===== config.mk =====
export PLATFORM = sky130hd
export DESIGN_NAME = mem_access_unit
export DESIGN_NICKNAME = d
export VERILOG_FILES = /design/src/rtl/mips_mem_pkg.sv /design/src/rtl/mem_load_align.sv /design/src/rtl/mem_access_unit.sv
export SDC_FILE = /design/constraint.sdc
export NUM_CORES = 1
export LEC_CHECK = 0
export BUFFER_PORTS_ARGS = -buffer_cell sky130_fd_sc_hd__clkbuf_2
export CAP_MARGIN = 15
export CORE_AREA = 2 2 217 112
export DETAILED_ROUTE_END_ITERATION = 16
export DIE_AREA = 0 0 219 114
export PLACE_DENSITY = 0.72
export SYNTH_ARGS = -nofsm -noshare
export SYNTH_HDL_FRONTEND = slang
export SYNTH_SLANG_ARGS = --single-unit

===== constraint.sdc =====
create_clock -name CLK -period 13.84 [get_ports CLK]
set_clock_uncertainty 0.2 [all_clocks]
set_input_delay 1.384 -clock CLK [delete_from_list [all_inputs] [get_ports CLK]]
set_output_delay 1.384 -clock CLK [all_outputs]
set_load 0.005 [all_outputs]

===== src/rtl/mips_mem_pkg.sv =====
// Shared definitions for the MEM stage: ControlReg bit positions, access sizes,
// FSM state encoding and the store byte-enable helper.
package mips_mem_pkg;

    localparam int CR_MEMREAD  = 0;
    localparam int CR_MEMWRITE = 1;
    localparam int CR_REGWRITE = 2;
    localparam int CR_MEMTOREG = 3;
    localparam int CR_SIZE_LO  = 4;
    localparam int CR_UNSIGNED = 6;

    localparam logic [1:0] SZ_BYTE = 2'b00;
    localparam logic [1:0] SZ_HALF = 2'b01;
    localparam logic [1:0] SZ_WORD = 2'b10;

    typedef logic [0:0] state_t;
    localparam state_t ST_IDLE = 1'b0;
    localparam state_t ST_WAIT = 1'b1;

    function automatic logic [3:0] store_be(input logic [1:0] size, input logic [1:0] off);
        case (size)
            SZ_BYTE: store_be = 4'b0001 << off;
            SZ_HALF: store_be = off[1] ? 4'b1100 : 4'b0011;
            default: store_be = 4'b1111;
        endcase
    endfunction

endpackage


===== src/rtl/mem_load_align.sv =====
// Load data alignment: picks the byte/half lane out of a little-endian word
// and sign- or zero-extends it to 32 bits.
module mem_load_align
    import mips_mem_pkg::*;
(
    input  logic [31:0] rdata,
    input  logic [1:0]  offset,
    input  logic [1:0]  size,
    input  logic        is_unsigned,
    output logic [31:0] data
);

    logic [7:0]  b;
    logic [15:0] h;

    always_comb begin
        b = rdata[{offset, 3'b000} +: 8];
        h = offset[1] ? rdata[31:16] : rdata[15:0];
        case (size)
            SZ_BYTE: data = {{24{~is_unsigned & b[7]}}, b};
            SZ_HALF: data = {{16{~is_unsigned & h[15]}}, h};
            default: data = rdata;
        endcase
    end

endmodule


===== src/rtl/mem_access_unit.sv =====
// MEM stage: passes non-memory ops through in one cycle, runs loads/stores as a
// held request/ack handshake. Define MEM_MISALIGN_TRAP_EN to trap misaligned accesses.
module mem_access_unit
    import mips_mem_pkg::*;
(
    input  logic        CLK,
    input  logic        RESET,
    input  logic [31:0] I_MEM_PC,
    input  logic [31:0] I_MEM_ALU_result,
    input  logic [31:0] I_MEM_WriteData,
    input  logic [4:0]  I_MEM_regDst,
    input  logic [19:0] I_MEM_ControlReg,
    output logic        O_DM_req,
    output logic        O_DM_we,
    output logic [31:0] O_DM_addr,
    output logic [31:0] O_DM_wdata,
    output logic [3:0]  O_DM_be,
    input  logic        I_DM_ack,
    input  logic [31:0] I_DM_rdata,
    output logic [31:0] O_WB_PC,
    output logic [31:0] O_WB_result,
    output logic [4:0]  O_WB_regDst,
    output logic        O_WB_RegWrite,
    output logic        O_WB_valid,
`ifdef MEM_MISALIGN_TRAP_EN
    output logic        O_MEM_exc,
`endif
    output logic        O_MEM_stall
);

    state_t      state;
    logic [31:0] p_pc, p_alu;
    logic [4:0]  p_rd;
    logic        p_rw, p_mtr, p_uns;
    logic [1:0]  p_size;
    logic [31:0] ld_data;

    logic        is_rd, is_wr, is_mem, bubble, trap;
    logic [1:0]  size;
    logic [31:0] st_wdata;
    logic        unused_cr;

    assign is_rd     = I_MEM_ControlReg[CR_MEMREAD];
    assign is_wr     = I_MEM_ControlReg[CR_MEMWRITE];
    assign is_mem    = is_rd | is_wr;
    assign bubble    = (I_MEM_ControlReg == '0);
    assign size      = I_MEM_ControlReg[CR_SIZE_LO +: 2];
    assign unused_cr = ^I_MEM_ControlReg[19:7];

`ifdef MEM_MISALIGN_TRAP_EN
    logic exc_q;
    assign O_MEM_exc = exc_q;
    assign trap = is_mem &
                  (((size == SZ_HALF) & I_MEM_ALU_result[0]) |
                   (size[1] & (I_MEM_ALU_result[1:0] != 2'b00)));
`else
    assign trap = 1'b0;
`endif

    always_comb begin
        case (size)
            SZ_BYTE: st_wdata = {4{I_MEM_WriteData[7:0]}};
            SZ_HALF: st_wdata = {2{I_MEM_WriteData[15:0]}};
            default: st_wdata = I_MEM_WriteData;
        endcase
    end

    // Gated by RESET so every output reads 0 while reset is held.
    always_comb begin
        if (RESET)
            O_MEM_stall = 1'b0;
        else if (state == ST_WAIT)
            O_MEM_stall = ~I_DM_ack;
        else
            O_MEM_stall = is_mem & ~trap;
    end

    mem_load_align u_align (
        .rdata       (I_DM_rdata),
        .offset      (p_alu[1:0]),
        .size        (p_size),
        .is_unsigned (p_uns),
        .data        (ld_data)
    );

    always_ff @(posedge CLK or posedge RESET) begin
        if (RESET) begin
            state         <= ST_IDLE;
            O_DM_req      <= 1'b0;
            O_DM_we       <= 1'b0;
            O_DM_addr     <= '0;
            O_DM_wdata    <= '0;
            O_DM_be       <= '0;
            p_pc          <= '0;
            p_alu         <= '0;
            p_rd          <= '0;
            p_rw          <= 1'b0;
            p_mtr         <= 1'b0;
            p_uns         <= 1'b0;
            p_size        <= '0;
            O_WB_PC       <= '0;
            O_WB_result   <= '0;
            O_WB_regDst   <= '0;
            O_WB_RegWrite <= 1'b0;
            O_WB_valid    <= 1'b0;
`ifdef MEM_MISALIGN_TRAP_EN
            exc_q         <= 1'b0;
`endif
        end else begin
`ifdef MEM_MISALIGN_TRAP_EN
            exc_q <= (state == ST_IDLE) & trap;
`endif
            if (state == ST_IDLE) begin
                if (is_mem & ~trap) begin
                    state      <= ST_WAIT;
                    O_DM_req   <= 1'b1;
                    O_DM_we    <= is_wr;
                    O_DM_addr  <= {I_MEM_ALU_result[31:2], 2'b00};
                    O_DM_wdata <= st_wdata;
                    O_DM_be    <= store_be(size, I_MEM_ALU_result[1:0]);
                    p_pc       <= I_MEM_PC;
                    p_alu      <= I_MEM_ALU_result;
                    p_rd       <= I_MEM_regDst;
                    // Read+write together counts as a store: never writes back.
                    p_rw       <= I_MEM_ControlReg[CR_REGWRITE] & ~is_wr;
                    p_mtr      <= I_MEM_ControlReg[CR_MEMTOREG] & ~is_wr;
                    p_uns      <= I_MEM_ControlReg[CR_UNSIGNED];
                    p_size     <= size;
                    O_WB_valid <= 1'b0;
                end else begin
                    O_WB_PC       <= I_MEM_PC;
                    O_WB_result   <= I_MEM_ALU_result;
                    O_WB_regDst   <= I_MEM_regDst;
                    O_WB_RegWrite <= I_MEM_ControlReg[CR_REGWRITE] & ~trap;
                    O_WB_valid    <= ~bubble;
                end
            end else if (I_DM_ack) begin
                state         <= ST_IDLE;
                O_DM_req      <= 1'b0;
                O_WB_PC       <= p_pc;
                O_WB_result   <= p_mtr ? ld_data : p_alu;
                O_WB_regDst   <= p_rd;
                O_WB_RegWrite <= p_rw;
                O_WB_valid    <= 1'b1;
            end else begin
                O_WB_valid <= 1'b0;
            end
        end
    end

endmodule


# After elaboration in Yosys (flattened, before gate mapping)
# Index checks and enable logic that the tools add are counted.
[classes]
bitwise = 10
eq_ne = 4
muxes = 29
shift = 2
n_reduce_logical = 7
[ops]
columns = ["op", "n"]
rows = [
  ["32-bit two-way mux", 7],
  ["32-bit case mux with 2 select lines", 2],
  ["32-bit by 6-bit indexed part select with 8-bit output", 1],
  ["20-bit logical NOT", 1],
  ["16-bit two-way mux", 1],
  ["5-bit two-way mux", 3],
  ["1-bit two-way mux", 14],
  ["4-bit case mux with 2 select lines", 1],
  ["2-bit AND reduction", 3],
  ["1-bit NOT", 5],
  ["1-bit AND", 4],
  ["2-bit by 1-bit equality test with 1-bit output, second input constant", 2],
  ["2-bit logical NOT", 2],
  ["4-bit two-way mux", 1],
  ["2-bit inequality test, second input constant", 2],
  ["1-bit by 2-bit << shifter with 4-bit output, first input constant", 1],
  ["2-bit nonzero test", 1],
  ["1-bit bitwise OR", 1],
]
[word_totals]
inputBits = 156
out_inout_bits = 142
reg_bits = 214
word_cells = 70

# Depth between registers and ports, before layout
[logic_depth]
word_depth = 6
mapped_depth = 8
ltp_nobuf = 5

# By module
# A second synthesis with hierarchy kept.
[hier_totals]
hier_cells = 784
area_unflattened_um2 = 9431.5
[modules_own_cells]
columns = ["mod", "seq_area_each_um2", "area_each_um2", "instances", "cells_each"]
rows = [
  ["mem_access_unit", 4604.4, 8737.1, 1, 662],
  ["mem_load_align", 0.0, 694.4, 1, 122],
]

# Worst setup path after synthesis
# No wires, ideal clock.
[synth_timing]
path_kind = "input -> output"
start = "input I_MEM_ControlReg[1]"
end = "output O_MEM_stall"
path_slack_ns = 9.939
required_time_ns = 12.256
path_buffers = 3
arrival_time_ns = 2.317
path_stages = 6
cell_sequence = "or3_1 > buf_2 > nand2_2 > buf_2 > buf_4 > nor2_1"
[synth_between]
elab_chain_len = 3
[synth_lines]
columns = ["item", "line_no", "source"]
rows = [
  ["start: declaration", "mem_access_unit.sv:12", "input logic [19:0] I_MEM_ControlReg,"],
  ["1-bit bitwise OR", "mem_access_unit.sv:45", "assign is_mem = is_rd | is_wr;"],
  ["1-bit two-way mux", "mem_access_unit.sv:72", "else if (state == ST_WAIT)"],
  ["1-bit two-way mux", "mem_access_unit.sv:70", "if (RESET)"],
  ["end: declaration", "mem_access_unit.sv:28", "output logic O_MEM_stall"],
]
# No other way between the ends.

# Final worst setup path
# Same ends and word-level chain as after synthesis.

==> results.cfg <==
[run_status]
outcome = complete, no violations

[logic_synthesis]
synth_common_cells = dfrtp_1 (184), o21ai_0 (121), nand2_1 (106)
synth.top_cells.by_area = dfrtp_1 (51%), mux2_2 (11%), mux2i_1 (7.1%), o21ai_0 (6.7%), nand2_1 (4.4%)
ys_seq_elements = 184
async_reset_ff_share_pct = 100
synth_area_um2 = 9100
synth.most_common_cell = dfrtp_1
seq_area_frac_synth_pct = 50.6
synth-edff-count = 0
synth-warning-count = 0
synth_top_area_cell = dfrtp_1
synth_area_per_cell_um2 = 10.6
postSynthCellCount = 858
synthFlopType = dfrtp_1
netlist.area_leader.share_pct = 50.6
synth_cell_types = 47

[detailed_routing]
ant_nets = 0
drt-total-wl_um = 27300
vias_per_cell = 5.27
vias = 7489
first_pass_iters = 5
routedWlPerCell_um = 19.3
drc = 0
drtIter0Drc = 749

[timing]
rsz0062_at_grt = no
whs_ns = 0.281
finalCriticalPeriod_ns = 4.62
fin_ws_ns = 9.22
timing.fmax_mhz = 217
setup_tns_ns = 0
setup_viol = 0
slew_headroom_pct = 31.3
worstMarginPinSlew_ns = 1.02
period_share_pct = 33.4
hold_viol_final = 0
finalMaxSlewViolations = 0

[die]
dieArea_um2 = 25000
die_h_um = 114
die_w_um = 219
rows = 40
coreArea_um2 = 23300
ios = 298
start_util_pct = 39.0

[worst_setup_path]
cp_slowest_cell = nand2_2
criticalPathCategory = input port to output pin
required_ns = 12.26
critPathLaunchType = input port
slowest_delay_ns = 0.77
crit_arrival_ns = 3.03
worst_path_most_repeated_cell = clkbuf_2
crit_chain = clkbuf_2 -> or3_1 -> nand2_2 -> nor2_1 -> clkbuf_2
cp_max_fo = 50
end_kind = output pin

[power_and_ir_drop]
vdd_drop_max_uv = 81.7
intPower_mw = 1.13
total_power_mw = 1.70
power_frac_clock_pct = 28.1
comb_power_share_pct = 27.1
switchingPower_mw = 0.574
power.share.switching_pct = 33.8
sequentialPowerShare_pct = 44.8
power.density_nw_per_um2 = 153
p_leak_nw = 5.41

[clock_network]
cts_buffer_depth = 2
post_cts_buffers = 0
cts-root-buf = clkbuf_16
cts_tree = built
cts_sinks = 184
numCtsBuffers = 17
holdBufCountCts = 0
path_clk_slew_ns = 0.07
clock_latency_ns = 0.45
ctsResizeCount = 0
h-tree-depth = 4

[grt]
top_usage_layer = met1
use_met2_pct = 31.1
gr-usage-all-layers_pct = 22.0
grt_antenna_before_repair = 2
grt_util_met1_pct = 31.9
grt_pass1_wl_um = 41200
grt_pass1_vias = 7127
grt_max_degree = 113
met3_usage_pct = 7.33
grt.overflow.total = 0

[placement]
place.gp.congestion = 0.897
io_buffers = 295
pre_cts_ws_ns = 9.23
dp_hpwl_um = 19800
dp.cells = 1386
placedInstanceArea_um2 = 10500

[final_layout]
instances_no_fill = 1420
layout.nets = 1246
syn2layout_area_growth_pct = 22.1
stdcell_area_um2 = 11100
utilization_pct = 47.7
drive_above_1_share_pct = 40.5
n_fill_cell = 2189

[run]
drv_cap = 0

[min_path]
holdCritPathClass = flip-flop to flip-flop
[routing by layer]
layer / up-vias / part of all wire (%) / wire (um)
li1: 3489 / - / -
met1: 3619 / 46 / 12600
met2: 355 / 42 / 11500
met3: 26 / 11 / 2880
met4: 0 / 1.4 / 370
met5: - / 0 / 0
[power groups by stage]
stage	Clock [mW]	Combinational, mW	Sequential, mW
finish	0.478	0.461	0.762
global route	0.512	0.510	0.779
CTS	0.488	0.463	0.761
detailed placement	0	0.462	0.770
global placement	0	0.451	0.763
floorplan	0	0.284	0.751
[state kept, by name, summed over array words and instances (netlist names), 2 cells and up]
register	flops
O_WB_result	32
p_pc	32
O_WB_regDst	5
p_alu	32
O_DM_be	4
O_WB_PC	32
O_DM_wdata	32
p_size	2
p_rd	5
[cell type report]
type                    count  area [um2]  share of cell area [%]
clock inverters            14         136                    1.23
flip-flops and latches    184        4610                    41.5
well taps                 315         394                    3.55
diodes                      2        5.00                  0.0450
inverters                  15        63.8                   0.574
multi-input cells         567        3930                    35.3
clock buffers              18         429                    3.86
repair buffers            305        1550                    14.0
[worst paths after layout]
| path | from | to | slack [ns] | cells past startpoint |
|---|---|---|---|---|
| max | I_MEM_ControlReg[1] | O_MEM_stall | 9.22 | 5 |
| min | O_DM_wdata[19] | O_DM_wdata[19] | 0.28 | 2 |
| max reg2reg | state | O_WB_result[8] | 10.19 | 6 |
| min reg2reg | O_DM_wdata[19] | O_DM_wdata[19] | 0.28 | 2 |
| max in group asynchronous | RESET | O_WB_PC[15] | 11.09 | 3 |
| min in group asynchronous | RESET | p_alu[13] | 0.86 | 2 |
[kinds of logic after synthesis]
kind of cell,Yosys count,synth area share [%]
AOI/OAI and AO/OA,223,15.3
buffers and inverters,108,6.42
DFF,184,50.6
muxes,157,18.7
other,1,0.0412
and+or+nand+nor,185,8.99
[worst max-delay path: cells and delay by family]
kind	cells	cell delay (ns)
buffers and inverters	2	0.28
and+or+nand+nor	3	1.36
[cell usage in the layout (no fill, tap or decap), types with 2 or more instances in the layout]
master,Yosys,layout
clkinv_4,0,5
a22oi_1,18,18
o21a_1,2,2
nor2_1,32,32
o211ai_1,15,15
buf_4,35,10
o22a_1,3,3
clkbuf_16,0,17
inv_8,0,4
o21ai_0,121,121
conb_1,1,2
nand3_1,3,3
nor4_1,4,4
dfrtp_1,184,183
a211oi_1,6,6
clkbuf_2,0,295
and3_1,17,17
a221oi_1,2,2
nor4bb_1,2,2
a211oi_2,10,10
nand2b_1,6,6
nand2_1,106,106
mux2_2,91,91
o221ai_1,8,8
or3_1,2,2
mux2i_1,65,65
diode_2,0,2
nor2b_1,6,6
inv_6,0,4
inv_1,13,12
a21oi_1,26,26
a31oi_1,5,5
No activity file was read; power rests on OpenSTA's default activity.
